$ cat src/rtl/pc_sequencer.sv
// Fetch/execute controller for an 8-bit program counter: fetches one 16-bit
// instruction per PC value, then issues a single PC update with a small return-address stack.
module pc_sequencer #(
  parameter int STACK_DEPTH = 4,
  parameter int AW          = 8,
  localparam int SPW        = $clog2(STACK_DEPTH + 1)
) (
  input  logic          Clk,
  input  logic          nReset,
  input  logic          Start,
  input  logic [AW-1:0] PcValue,
  output logic          PcLoad,
  output logic          PcCountEn,
  output logic [AW-1:0] PcLoadVal,
  output logic          FetchReq,
  input  logic          FetchAck,
  input  logic [15:0]   Instr,
  input  logic          CondFlag,
  output logic          Busy,
  output logic          Halted,
  output logic          StackErr,
  output logic [1:0]    DbgState,
  output logic [SPW-1:0] DbgSp,
  output logic [15:0]   DbgInstr
);

  // Handshake: FetchReq stays high through FETCH until the first cycle with
  // FetchAck=1; Instr is valid in that same cycle and is latched on its edge.
  // FetchAck outside FETCH is ignored.

  localparam int IW = $clog2(STACK_DEPTH);

  localparam logic [3:0] OP_NOP  = 4'h0;
  localparam logic [3:0] OP_JMP  = 4'h1;
  localparam logic [3:0] OP_BRZ  = 4'h2;
  localparam logic [3:0] OP_CALL = 4'h3;
  localparam logic [3:0] OP_RET  = 4'h4;
  localparam logic [3:0] OP_HALT = 4'hF;

  typedef enum logic [1:0] {
    S_IDLE  = 2'd0,
    S_FETCH = 2'd1,
    S_EXEC  = 2'd2,
    S_HALT  = 2'd3
  } state_t;

  state_t          state;
  logic [SPW-1:0]  sp;
  logic [15:0]     instr_q;
  logic [AW-1:0]   stack [STACK_DEPTH];

  logic [3:0]      op;
  logic [AW-1:0]   tgt;
  logic            stack_full;
  logic            stack_empty;
  logic [IW-1:0]   top_idx;
  logic [IW-1:0]   push_idx;

  logic            do_load;
  logic            do_count;
  logic [AW-1:0]   load_val;
  logic            do_push;
  logic            do_pop;
  logic            exec_err;
  logic            exec_halt;

  assign op          = instr_q[15:12];
  assign tgt         = AW'(instr_q[7:0]);
  assign stack_full  = (sp == SPW'(STACK_DEPTH));
  assign stack_empty = (sp == '0);
  // Power-of-two depth lets the pointer wrap harmlessly into the index range.
  assign top_idx     = IW'(sp - SPW'(1));
  assign push_idx    = IW'(sp);

  // The PC controls decode combinationally in EXEC because CondFlag and the
  // stack pointer are only meaningful in that cycle; the counter samples them
  // on the edge that ends EXEC.
  always_comb begin
    do_load   = 1'b0;
    do_count  = 1'b0;
    load_val  = '0;
    do_push   = 1'b0;
    do_pop    = 1'b0;
    exec_err  = 1'b0;
    exec_halt = 1'b0;
    if (state == S_EXEC) begin
      case (op)
        OP_NOP: do_count = 1'b1;
        OP_JMP: begin
          do_load  = 1'b1;
          load_val = tgt;
        end
        OP_BRZ: begin
          if (CondFlag) begin
            do_load  = 1'b1;
            load_val = tgt;
          end else begin
            do_count = 1'b1;
          end
        end
        OP_CALL: begin
          if (stack_full) begin
            exec_err = 1'b1;
          end else begin
            do_push  = 1'b1;
            do_load  = 1'b1;
            load_val = tgt;
          end
        end
        OP_RET: begin
          if (stack_empty) begin
            exec_err = 1'b1;
          end else begin
            do_pop   = 1'b1;
            do_load  = 1'b1;
            load_val = stack[top_idx];
          end
        end
        OP_HALT: exec_halt = 1'b1;
        default: do_count = 1'b1;
      endcase
    end
  end

  always_ff @(posedge Clk or negedge nReset) begin
    if (!nReset) begin
      state    <= S_IDLE;
      sp       <= '0;
      instr_q  <= '0;
      StackErr <= 1'b0;
      for (int i = 0; i < STACK_DEPTH; i++) begin
        stack[i] <= '0;
      end
    end else begin
      case (state)
        S_IDLE: begin
          if (Start) state <= S_FETCH;
        end
        S_FETCH: begin
          if (FetchAck) begin
            instr_q <= Instr;
            state   <= S_EXEC;
          end
        end
        S_EXEC: begin
          if (do_push) begin
            stack[push_idx] <= PcValue + AW'(1);
            sp              <= sp + SPW'(1);
          end
          if (do_pop) sp <= sp - SPW'(1);
          if (exec_err) StackErr <= 1'b1;
          state <= (exec_err || exec_halt) ? S_HALT : S_FETCH;
        end
        S_HALT: state <= S_HALT;
        default: state <= S_IDLE;
      endcase
    end
  end

  // Status outputs are plain decodes of the state register, so reset clears
  // them asynchronously (FetchReq drops the moment nReset falls).
  assign FetchReq  = (state == S_FETCH);
  assign Busy      = (state == S_FETCH) || (state == S_EXEC);
  assign Halted    = (state == S_HALT);
  assign PcLoad    = do_load;
  assign PcCountEn = do_count;
  assign PcLoadVal = load_val;
  assign DbgState  = state;
  assign DbgSp     = sp;
  assign DbgInstr  = instr_q;

endmodule

$ cat config.mk
export PLATFORM = sky130hd
export DESIGN_NAME = pc_sequencer
export DESIGN_NICKNAME = d
export VERILOG_FILES = /design/src/rtl/pc_sequencer.sv
export SDC_FILE = /design/constraint.sdc
export NUM_CORES = 1
export LEC_CHECK = 0
export CAP_MARGIN = 20
export CORE_ASPECT_RATIO = 0.5
export CORE_MARGIN = 8
export CORE_UTILIZATION = 50
export CTS_BUF_LIST = sky130_fd_sc_hd__clkbuf_8
export DETAILED_ROUTE_END_ITERATION = 12
export PLACE_DENSITY = 0.83
export SLEW_MARGIN = 15
export SYNTH_ARGS = -nofsm -noshare
export SYNTH_HDL_FRONTEND = slang
export SYNTH_SLANG_ARGS = --single-unit
$ cat constraint.sdc
create_clock -name Clk -period 3.3 [get_ports Clk]
set_clock_uncertainty 0.15 [all_clocks]
set_input_delay 0.66 -clock Clk [delete_from_list [all_inputs] [get_ports Clk]]
set_output_delay 0.66 -clock Clk [all_outputs]
set_load 0.01 [all_outputs]
==> impl_metrics.json <==
{
  "outcome": "finished clean",
  "switching_share": 0.352,
  "cts_made_buffers": 5,
  "rsz0062_at_grt": "no",
  "synth_warnings": 0,
  "fmax_mhz": 317,
  "drive_above_1_share": 0.194,
  "drt_iter0_drc": 134,
  "grt_use_total": 0.159,
  "hold_violations": 0,
  "grt_pass1_vias": 2114,
  "die_area_sq_mm": 0.00830,
  "multi_input_area_sq_mm": 0.00133,
  "worstMarginPinSlew_ns": 0.696,
  "relSlewSlack": 0.535,
  "power_frac_seq": 0.382,
  "ys_top_cells_by_area": "dfrtp_1 49%, mux2_2 11%, mux4_2 6.5%",
  "overflow": 0,
  "grt_pass1_wl_mm": 10.5,
  "vias": 2082,
  "fp-row-count": 19,
  "cp.arrival_ns": 2.34,
  "powerDensity_mw_per_mm2": 840,
  "setup_viol": 0,
  "syn_inst": 235,
  "synthTopCellsByCount": "54 x dfrtp_1, 27 x mux2_2, 22 x nand2_1",
  "place_hpwl_mm": 4.74,
  "synth_seq_cells": 54,
  "drcViolationCount": 0,
  "num_antenna_cells": 0,
  "p_int_w": 0.00195,
  "fin_crit_sh": 0.956,
  "core-area_sq_mm": 0.00540,
  "wirelength_mm": 6.39,
  "synth_top_area_frac": 0.490,
  "ys_async_sr_fraction": 1.00,
  "finish.utilization": 0.664,
  "portBuffers": 63,
  "grt_max_degree": 29,
  "path_max_fanout": 9,
  "die_w_um": 121,
  "place_congestion": 0.796,
  "syn_area_sq_mm": 0.00276,
  "io_pins": 64,
  "wl_per_cell_um": 17.2,
  "synthDistinctLibCells": 42,
  "ir_worst_vdd_mv": 0.431,
  "clk_pin_slew_worst_paths_ns": 0.11,
  "start_kind": "flop",
  "p_leak_nw": 1.50,
  "clkPwrFrac": 0.158,
  "clkLatencyLatePin_ns": 0.31,
  "first_pass_iters": 4,
  "drtAntennaViolNets": 0,
  "seq_area_frac_synth": 0.490,
  "syn_area_per_cell_sq_um": 11.7,
  "cts_tree": "built",
  "hp-class": "in -> async",
  "maxSlewViolCount": 0,
  "synth-main-ff-cell": "dfrtp_1",
  "fin_tns_setup_ns": 0,
  "syn2layout_area_growth_pct": 29.8,
  "regArea_sq_mm": 0.00135,
  "crit_type": "reg -> out",
  "synth_edf_count": 0,
  "die_h_um": 68.5,
  "worstSetupEndpointType": "output pin",
  "pwr-share-comb": 0.460,
  "cts.sinks": 54,
  "fin_nets": 338,
  "vias_per_cell": 5.60,
  "synth_top_cell_by_area": "dfrtp_1",
  "max-clock-path-buffers": 2,
  "root_buffer": "clkbuf_8",
  "p_sw_w": 0.00106,
  "htreeDepth": 2,
  "cp.required_ns": 2.49,
  "start_util": 0.511,
  "synthesis.nets": 275,
  "antenna_found_initial": 0,
  "yosys.cell_count.top_type": "dfrtp_1",
  "cap_viol_max_count": 0,
  "fill_cells": 393,
  "postCtsHoldBufs": 0,
  "min_period_ns": 3.15
}
## power groups by stage
stage	sequential, W	combinational, W	clock (W)
final	0.00115	0.00138	0.000474
after global routing	0.00119	0.00150	0.000505
after CTS	0.00114	0.00136	0.000480
after detailed placement	0.00115	0.00135	0
after global placement	0.00113	0.00131	0
after floorplan	0.00113	0.000806	0
## kinds of logic after synthesis
| logic type | share of synthesized area |
|---|---|
| buffers and inverters | 0.0381 |
| multiplexers | 0.187 |
| XOR/XNOR | 0.0254 |
| flip-flops | 0.490 |
| adder cells (fa/ha/maj) | 0.0499 |
| AND/OR/NAND/NOR | 0.122 |
| AO/OA/AOI/OAI | 0.0884 |
## area by class of cell
| type | count | share of cell area |
|---|---|---|
| Inverter | 8 | 0.00838 |
| Tap cell | 73 | 0.0255 |
| Multi-Input combinational cell | 162 | 0.372 |
| Sequential cell | 54 | 0.378 |
| Clock inverter | 2 | 0.0108 |
| Timing Repair Buffer | 67 | 0.183 |
| Clock buffer | 6 | 0.0231 |
## critical path, cell delays in order, from the launching register on
cell	delay, ns
dfrtp_1	0.43
inv_1	0.12
ha_4	0.37
mux4_2	0.35
a22oi_1	0.19
nor2_1	0.06
clkdlybuf4s50_1	0.49
## timing repair
item,CTS,global route
pin swaps,0,1
endpoints found under the setup margin,9,9
buffers inserted,0,2
gates resized for setup,2,6
## state kept, by name, indices dropped and copies added (netlist names)
signal    cells
stack        32
DbgSp         3
StackErr      1
DbgInstr     16
DbgState      2
## through the flow
stage               hold WS [ns]  power, W  area (sq um)  instances  setup slack (ns)
finish                     0.195   0.00301          3580        372             0.145
global route               0.250   0.00320          3580        372           0.00956
CTS                        0.213   0.00299          3540        370           0.00523
detailed placement         0.298   0.00250          3420        362             0.174
global placement           0.295   0.00244          3420        362             0.233
floorplan                  0.214   0.00194          2760        235             0.462
## path summary, 6_finish.rpt
kind,from,endpoint,slack (ns),cells past startpoint
setup / recovery,DbgSp[1],PcLoadVal[7],0.15,6
max in group asynchronous,nReset,DbgInstr[14],1.97,2
setup reg to reg,DbgState[0],DbgSp[2],0.94,6
hold reg to reg,StackErr,StackErr,0.32,1
hold / removal,nReset,stack[31],0.19,1
min in group Clk,StackErr,StackErr,0.32,1
## placed cells by master, fill, tap and decap left out, types with 6 or more instances in the layout
cell	netlist	routed
clkdlybuf4s50_1	0	62
dfrtp_1	54	53
mux2_2	27	27
nand2_1	22	22
nor2_1	18	18
o21ai_1	14	13
ha_1	11	10
inv_1	8	8
mux4_2	8	8
a22oi_1	8	8
a21oi_1	6	6
clkbuf_8	0	6
## per-layer routing
| layer | GRT usage | up-vias | part of all wire |
|---|---|---|---|
| met5 | 0 | - | 0 |
| met4 | 0.0478 | 0 | 0.011 |
| met3 | 0.0487 | 8 | 0.064 |
| met2 | 0.278 | 54 | 0.49 |
| met1 | 0.191 | 1058 | 0.44 |
| li1 | - | 962 | - |
Note: power is estimated with default switching activity, not from simulation.
